<file path="src/rtl/fib_pkg.sv">
// Shared types and constants for the Fibonacci-style sequence engine.
package fib_pkg;

  typedef enum logic [1:0] {
    FIB    = 2'b00,
    LUCAS  = 2'b01,
    CUSTOM = 2'b10
  } mode_e;

  typedef enum logic [1:0] {
    IDLE,
    CALC,
    HOLD,
    STREAM
  } state_e;

  localparam int unsigned LUCAS_SEED0 = 2;
  localparam int unsigned LUCAS_SEED1 = 1;

endpackage

</file>
<file path="src/rtl/fib_step.sv">
// One recurrence step: W-bit sum of two terms plus the carry that flags a wrap.
module fib_step #(
  parameter int unsigned W = 32
) (
  input  logic [W-1:0] a_i,
  input  logic [W-1:0] b_i,
  output logic [W-1:0] sum_o,
  output logic         carry_o
);

  logic [W:0] wide;

  always_comb begin
    wide    = {1'b0, a_i} + {1'b0, b_i};
    sum_o   = wide[W-1:0];
    carry_o = wide[W];
  end

endmodule

</file>
<file path="src/rtl/fib_seq_engine.sv">
// Generalised Fibonacci sequencer: computes term(n) or streams term(0..n) with
// ready/valid handshakes on both sides and a sticky per-request wrap flag.
module fib_seq_engine
  import fib_pkg::*;
#(
  parameter int unsigned W  = 32,
  parameter int unsigned NW = 8
) (
  input  logic          clock,
  input  logic          reset,
  input  logic          req_valid,
  output logic          req_ready,
  input  logic [NW-1:0] req_n,
  input  logic [1:0]    req_mode,
  input  logic [W-1:0]  req_seed0,
  input  logic [W-1:0]  req_seed1,
  input  logic          req_stream,
  output logic          out_valid,
  input  logic          out_ready,
  output logic [W-1:0]  out_term,
  output logic [NW-1:0] out_index,
  output logic          out_last,
  output logic          out_ovf
);

  localparam logic [W-1:0] LUCAS0 = W'(LUCAS_SEED0);
  localparam logic [W-1:0] LUCAS1 = W'(LUCAS_SEED1);

  state_e        state_q, state_d;
  logic [NW-1:0] n_q, n_d;
  logic [NW-1:0] k_q, k_d;
  logic [W-1:0]  a_q, a_d;     // term(k)
  logic [W-1:0]  b_q, b_d;     // term(k+1)
  logic          ovf_q, ovf_d;
  logic          bwrap_q, bwrap_d;
  logic [W-1:0]  sum;
  logic          carry;
  logic          adv;

  fib_step #(.W(W)) u_step (
    .a_i     (a_q),
    .b_i     (b_q),
    .sum_o   (sum),
    .carry_o (carry)
  );

  always_ff @(posedge clock or posedge reset) begin
    if (reset) begin
      state_q <= IDLE;
      n_q     <= '0;
      k_q     <= '0;
      a_q     <= '0;
      b_q     <= '0;
      ovf_q   <= 1'b0;
      bwrap_q <= 1'b0;
    end else begin
      state_q <= state_d;
      n_q     <= n_d;
      k_q     <= k_d;
      a_q     <= a_d;
      b_q     <= b_d;
      ovf_q   <= ovf_d;
      bwrap_q <= bwrap_d;
    end
  end

  always_comb begin
    state_d   = state_q;
    n_d       = n_q;
    k_d       = k_q;
    a_d       = a_q;
    b_d       = b_q;
    ovf_d     = ovf_q;
    bwrap_d   = bwrap_q;
    adv       = 1'b0;
    req_ready = 1'b0;
    out_valid = 1'b0;

    unique case (state_q)
      IDLE: begin
        req_ready = 1'b1;
        if (req_valid) begin
          n_d     = req_n;
          k_d     = '0;
          ovf_d   = 1'b0;
          bwrap_d = 1'b0;
          case (req_mode)
            LUCAS:   begin a_d = LUCAS0;    b_d = LUCAS1;    end
            CUSTOM:  begin a_d = req_seed0; b_d = req_seed1; end
            default: begin a_d = '0;        b_d = W'(1);     end
          endcase
          state_d = req_stream ? STREAM : CALC;
        end
      end
      CALC: begin
        if (k_q == n_q) state_d = HOLD;
        else            adv     = 1'b1;
      end
      HOLD: begin
        out_valid = 1'b1;
        if (out_ready) state_d = IDLE;
      end
      STREAM: begin
        out_valid = 1'b1;
        if (out_ready) begin
          if (k_q == n_q) state_d = IDLE;
          else            adv     = 1'b1;
        end
      end
      default: state_d = IDLE;
    endcase

    // The carry belongs to term(k+2); it only reaches out_ovf once k passes it.
    if (adv) begin
      a_d     = b_q;
      b_d     = sum;
      k_d     = k_q + NW'(1);
      ovf_d   = ovf_q | bwrap_q;
      bwrap_d = carry;
    end
  end

  always_comb begin
    out_term  = a_q;
    out_index = k_q;
    out_last  = out_valid && (k_q == n_q);
    out_ovf   = ovf_q;
  end

endmodule

</file>
<file path="config.mk">
export PLATFORM = sky130hd
export DESIGN_NAME = fib_seq_engine
export DESIGN_NICKNAME = d
export VERILOG_FILES = /design/src/rtl/fib_pkg.sv /design/src/rtl/fib_step.sv /design/src/rtl/fib_seq_engine.sv
export SDC_FILE = /design/constraint.sdc
export NUM_CORES = 1
export LEC_CHECK = 0
export ABC_CLOCK_PERIOD_IN_PS = 3600
export CORE_ASPECT_RATIO = 0.7
export CORE_UTILIZATION = 50
export DETAILED_ROUTE_END_ITERATION = 8
export GPL_TIMING_DRIVEN = 0
export PLACE_DENSITY = 0.78
export SYNTH_ARGS = -nofsm -noshare
export SYNTH_HDL_FRONTEND = slang
export SYNTH_HIERARCHICAL = 1
export SYNTH_SLANG_ARGS = --single-unit
</file>
<file path="constraint.sdc">
create_clock -name clock -period 3.6 [get_ports clock]
set_input_delay 0.72 -clock clock [delete_from_list [all_inputs] [get_ports clock]]
set_output_delay 0.72 -clock clock [all_outputs]
set_load 0.01 [all_outputs]
</file>
### Word level (Yosys, flattened, before mapping)

Index checks and enable logic that the tools add are counted.

| word-level totals | value |
|---|---|
| bits in registers | 84 |
| input bits | 79 |

| cells by class | value |
|---|---|
| add/subtract/negate cells | 2 |
| eq/ne operators | 11 |
| mux-type cells | 27 |
| bitwise logic cells | 1 |
| reductions and logical operators | 8 |

Operators by type and width:

| cell | number |
|---|---|
| 2-to-1 mux 32 bit | 7 |
| case mux 32 bit (2 select lines) | 1 |
| adder 32 x 32 -> 33 bit | 1 |
| 2-to-1 mux 8 bit | 3 |
| 2-to-1 mux 2 bit | 6 |
| inequality test 2 bit, second input constant | 5 |
| adder 8 x 1 -> 8 bit, second input constant | 1 |
| equality test 8 bit | 1 |
| 2-to-1 mux 1 bit | 8 |
| case mux 2 bit (4 select lines) | 1 |
| equality test 2 bit, second input constant | 3 |
| AND reduction 5 bit | 1 |
| equality test 2 x 1 -> 1 bit, second input constant | 2 |
| AND reduction 2 bit | 2 |
| nonzero test 2 bit | 2 |
| zero test 2 bit | 1 |
| case mux 1 bit (2 select lines) | 1 |
| OR reduction 2 bit | 1 |
| logical AND 1 bit | 1 |
| OR 1 bit | 1 |

### Depth between registers and ports, before layout

| logic depth | value |
|---|---|
| depth in word-level cells | 6 |
| mapped depth | 10 |

### By module

The synthesis kept the hierarchy.

Modules (own cells, without submodules):

| module | instances | cells each | area an instance (um^2) | seq. area each (um^2) |
|---|---|---|---|---|
| fib_seq_engine | 1 | 479 | 4,596.9 | 2,102.0 |
| fib_step | 1 | 230 | 1,630.3 | 0.0 |

### Worst setup path after synthesis

Ideal clock, no wire load.

| timing | value |
|---|---|
| path kind | reg-to-reg |
| from | reg a_q[0] (netlist: out_term[0]) |
| to | reg bwrap_q |
| data arrival time | 2.825 ns |
| data required time | 3.475 ns |
| setup slack | 0.650 ns |
| cell stages (with the launch flop) | 11 |
| path buffers | 0 |
| cells stage by stage | dfrtp_1 -> ha_1 -> fa_1 -> a21o_1 -> a221oi_2 -> or4_4 -> nand3_1 -> a31oi_1 -> a31oi_1 -> a311o_1 -> mux2_4 |

| on the way | value |
|---|---|
| word-level cells in the longest chain between the ends | 2 |

RTL lines:

| element | line | text |
|---|---|---|
| start: declaration | fib_seq_engine.sv:32 | `logic [W-1:0] a_q, a_d;` |
| start signal: assignment | fib_seq_engine.sv:52 | `a_q <= '0;` |
| start signal: assignment | fib_seq_engine.sv:60 | `a_q <= a_d;` |
| adder 32 x 32 -> 33 bit | fib_step.sv:14 | `wide = {1'b0, a_i} + {1'b0, b_i};` |
| via carry | fib_seq_engine.sv:37 | `logic carry;` |
| 2-to-1 mux 1 bit | fib_seq_engine.sv:114 | `if (adv) begin` |
| end signal: assignment | fib_seq_engine.sv:63 | `bwrap_q <= bwrap_d;` |
| end: declaration | fib_seq_engine.sv:35 | `logic bwrap_q, bwrap_d;` |

The timed path passes the listed nets, and every way through them passes these cells.
A chain may end at the register's enable or synchronous reset.

### Final worst setup path

Same ends and word-level chain as after synthesis.

==> impl_metrics.tcl <==
set metrics [dict create \
    fp.dieW_um 135.4 \
    fmax_ghz 0.2989 \
    synth_fp_nets 824 \
    synth_seq_area_share 0.3376 \
    post_drt_wl_per_cell_um 17.75 \
    ys_ff_latch 84 \
    core_sq_mm 0.01193 \
    fin_nets 958 \
    die_h_um 95.37 \
    viasPerCell 5.783 \
    hold_class "flop to flop" \
    cts_hold_buf 0 \
    yosys.area_share.simple 0.2180 \
    cts_tree "yes" \
    io_buffers 122 \
    fin_setup_tns_ns 0 \
    pin_count 123 \
    grt_pass1_vias 5486 \
    grt_use_total 0.2860 \
    criticalPathCategory "flop to flop" \
    ys_async_sr_fraction 1.000 \
    crit_path_end_kind "flop" \
    cts_buffers 9 \
    yosysWarnings 6 \
    synth_xor_area_frac 0.05746 \
    setup_viol 0 \
    cp.arrival_ns 3.58 \
    grt_max_degree 68 \
    yosysTopAreaCell "dfrtp_1" \
    synth_compound_area_frac 0.1260 \
    tightest_slew_ns 0.8180 \
    clkSinkCount 84 \
    area_delta_synth_final_pct 27.51 \
    dp_worst_setup_slack_ns 0.1902 \
    critPathLaunchType "flop" \
    hold_slack_ns 0.5052 \
    grt.overflow.total 0 \
    synth.top_cells.by_count "nand2_1 (189), dfrtp_1 (84), nand3_1 (71), mux2_2 (41), ha_1 (35)" \
    wirelength_um 17820 \
    synth_mux_area_frac 0.1388 \
    dieArea_sq_mm 0.01291 \
    insertion_delay_ns 0.35 \
    max_stage_delay_ns 0.42 \
    rsz0062_at_grt "false" \
    maxCapViolCount 0 \
    synth.distinct_cells 57 \
    timing.final.hold_violations 0 \
    final.setup.worst_slack_ns 0.2541 \
    num_vias 5806 \
    clockBufferDepth 2 \
    antenna_found_initial 0 \
    antenna_cells 0 \
    synth_top_cell_area_share 0.3376 \
    worst-path-buf-inv 0 \
    final.setup_skew_ns 0.006568 \
    post-route-period-util 0.9294 \
    slowest_stage "fa_1" \
    grt_pass1_wl_um 28410 \
    critPathRequiredTime_ns 3.83 \
    ir_worst_vdd_mv 0.5363 \
    synth_area_leaders "dfrtp_1 (34%), nand2_1 (11%), mux2_2 (7.4%), ha_1 (7.0%), nand3_1 (5.7%)" \
    synth_adder_area_share 0.07354 \
    report.final.slew_viol_count 0 \
    hpwl_um 13340 \
    drive_gt1_frac 0.1358 \
    dp.cells 989 \
    drtPass1Iterations 5 \
    ant_nets 0 \
    clk_pin_slew_ns 0.06 \
    max_slew_margin 0.4475 \
    cp_top_family "compound AO/OA/AOI/OAI gates" \
    worstPathCellList "ha_1 > fa_1 > a21o_1 > a221oi_2 > or4_4 > nand3_1 > a31oi_2 > a31oi_1 > a311o_1 > mux2_4" \
    row_count 33 \
    htree_num_levels 3 \
    cp_max_fo 3 \
    layoutNonFillerInstCount 1004 \
    cts_root_buffer "clkbuf_16" \
    drcViolationCount 0 \
    drt-initial-drc-count 447 \
    syn-cell-area_sq_mm 0.006227 \
    gp_congestion 0.9413 \
    syn_avg_cell_area_sq_um 8.783 \
    initial_core_util 0.5219 \
    status "finished clean" \
    synth_top_family_by_area "simple AND/OR/NAND/NOR gates" \
    p_per_area_mw_per_mm2 1146 \
    fin_crit_ns 3.346 \
    cts_setup_buffers 0 \
    p_leak_nw 3.583 \
    yosysMostFrequentCell "nand2_1" \
    synthCells 709 \
    synth-edff-count 0 \
    ys.flop_type "dfrtp_1" \
]
[worst min-delay path, delay by kind of cell, from the launching register on]
kind	cells	cell delay, ns
AO/OA/AOI/OAI	1	0.06
AND/OR/NAND/NOR	1	0.05
flip-flops	1	0.36
[metrics by stage]
stage            util  power, W  area (sq um)
6_report       0.6654  0.009096          7940
2_1_floorplan       -  0.006430          6227
5_1_grt        0.6654  0.009763          7940
3_3_place_gp   0.6407  0.007878          7645
4_1_cts        0.6649  0.009004          7934
3_5_place_dp   0.6432  0.008083          7675
[cell families after synthesis]
logic type / after synthesis
AOI/OAI and AO/OA: 115
buffers and inverters: 54
DFF: 84
muxes: 70
adders and majority gates: 36
and+or+nand+nor: 310
xor gates and xnor gates: 40
[power breakdown]
group	total, W	switching, W	internal (W)
clock	0.000852	0.000392	0.000460
combinational	0.00628	0.00322	0.00306
sequential	0.00196	0.000486	0.00148
[area by class of cell]
type                       count  area [sq um]
buffer                        38         242.7
clock buffer                  10         229.0
clock inverter                 5         30.03
fill                         984          3993
inverter                      16         62.56
multi-input combinational    571          3829
sequential                    84          2102
tap                          157         196.4
timing repair buffer         123          1249
[repair_timing]
item / CTS / global route
setup endpoints to repair: 0 / 1
gates resized for setup: 0 / 1
hold endpoints to repair: 0 / 0
[flip-flops by register name (all words and copies together) (netlist names)]
register and count:
state_q 2, out_term 32, out_ovf 1, bwrap_q 1, n_q 8, out_index 8
b_q 32
[worst paths after layout]
kind / endpoint / depth (start not counted) / startpoint / slack [ns]
max: bwrap_q / 10 / out_term[0] / 0.25
min: out_ovf / 2 / out_ovf / 0.51
max reg2reg: bwrap_q / 10 / out_term[0] / 0.25
min reg2reg: out_ovf / 2 / out_ovf / 0.51
max in group asynchronous: out_term[15] / 3 / reset / 2.32
min in group asynchronous: n_q[2] / 2 / reset / 0.67
[cell usage in the layout (no fill, tap or decap), types with 3 or more instances in the layout]
cell type and count:
clkbuf_16 9, and3_1 4, o21ai_1 3, inv_1 15, a41oi_1 3, o21a_1 6, dfrtp_1 84, clkdlybuf4s50_1 122
a31oi_1 9, a21o_1 6, o21ai_0 19, a21boi_0 3, xor2_1 16, nor2_1 23, a211oi_1 7, nor2b_1 4
buf_1 4, mux2i_1 5, buf_2 14, xnor2_1 23, mux2_2 41, ha_1 35, buf_8 6, nand2_1 189
clkbuf_1 13, o211ai_1 13, nand3_1 71, clkinv_2 3, nor3_1 4, mux2_4 22, a21oi_1 31
[routing by layer]
metal  vias to the layer above  global-route usage  wire, um
met2                       244              0.4282      7634
li1                       2746                   -         -
met3                        21             0.04625      1314
met4                         0             0.07116       188
met5                         -                   0         0
met1                      2795              0.4273      8687
Power figures use the tool's default switching activity.
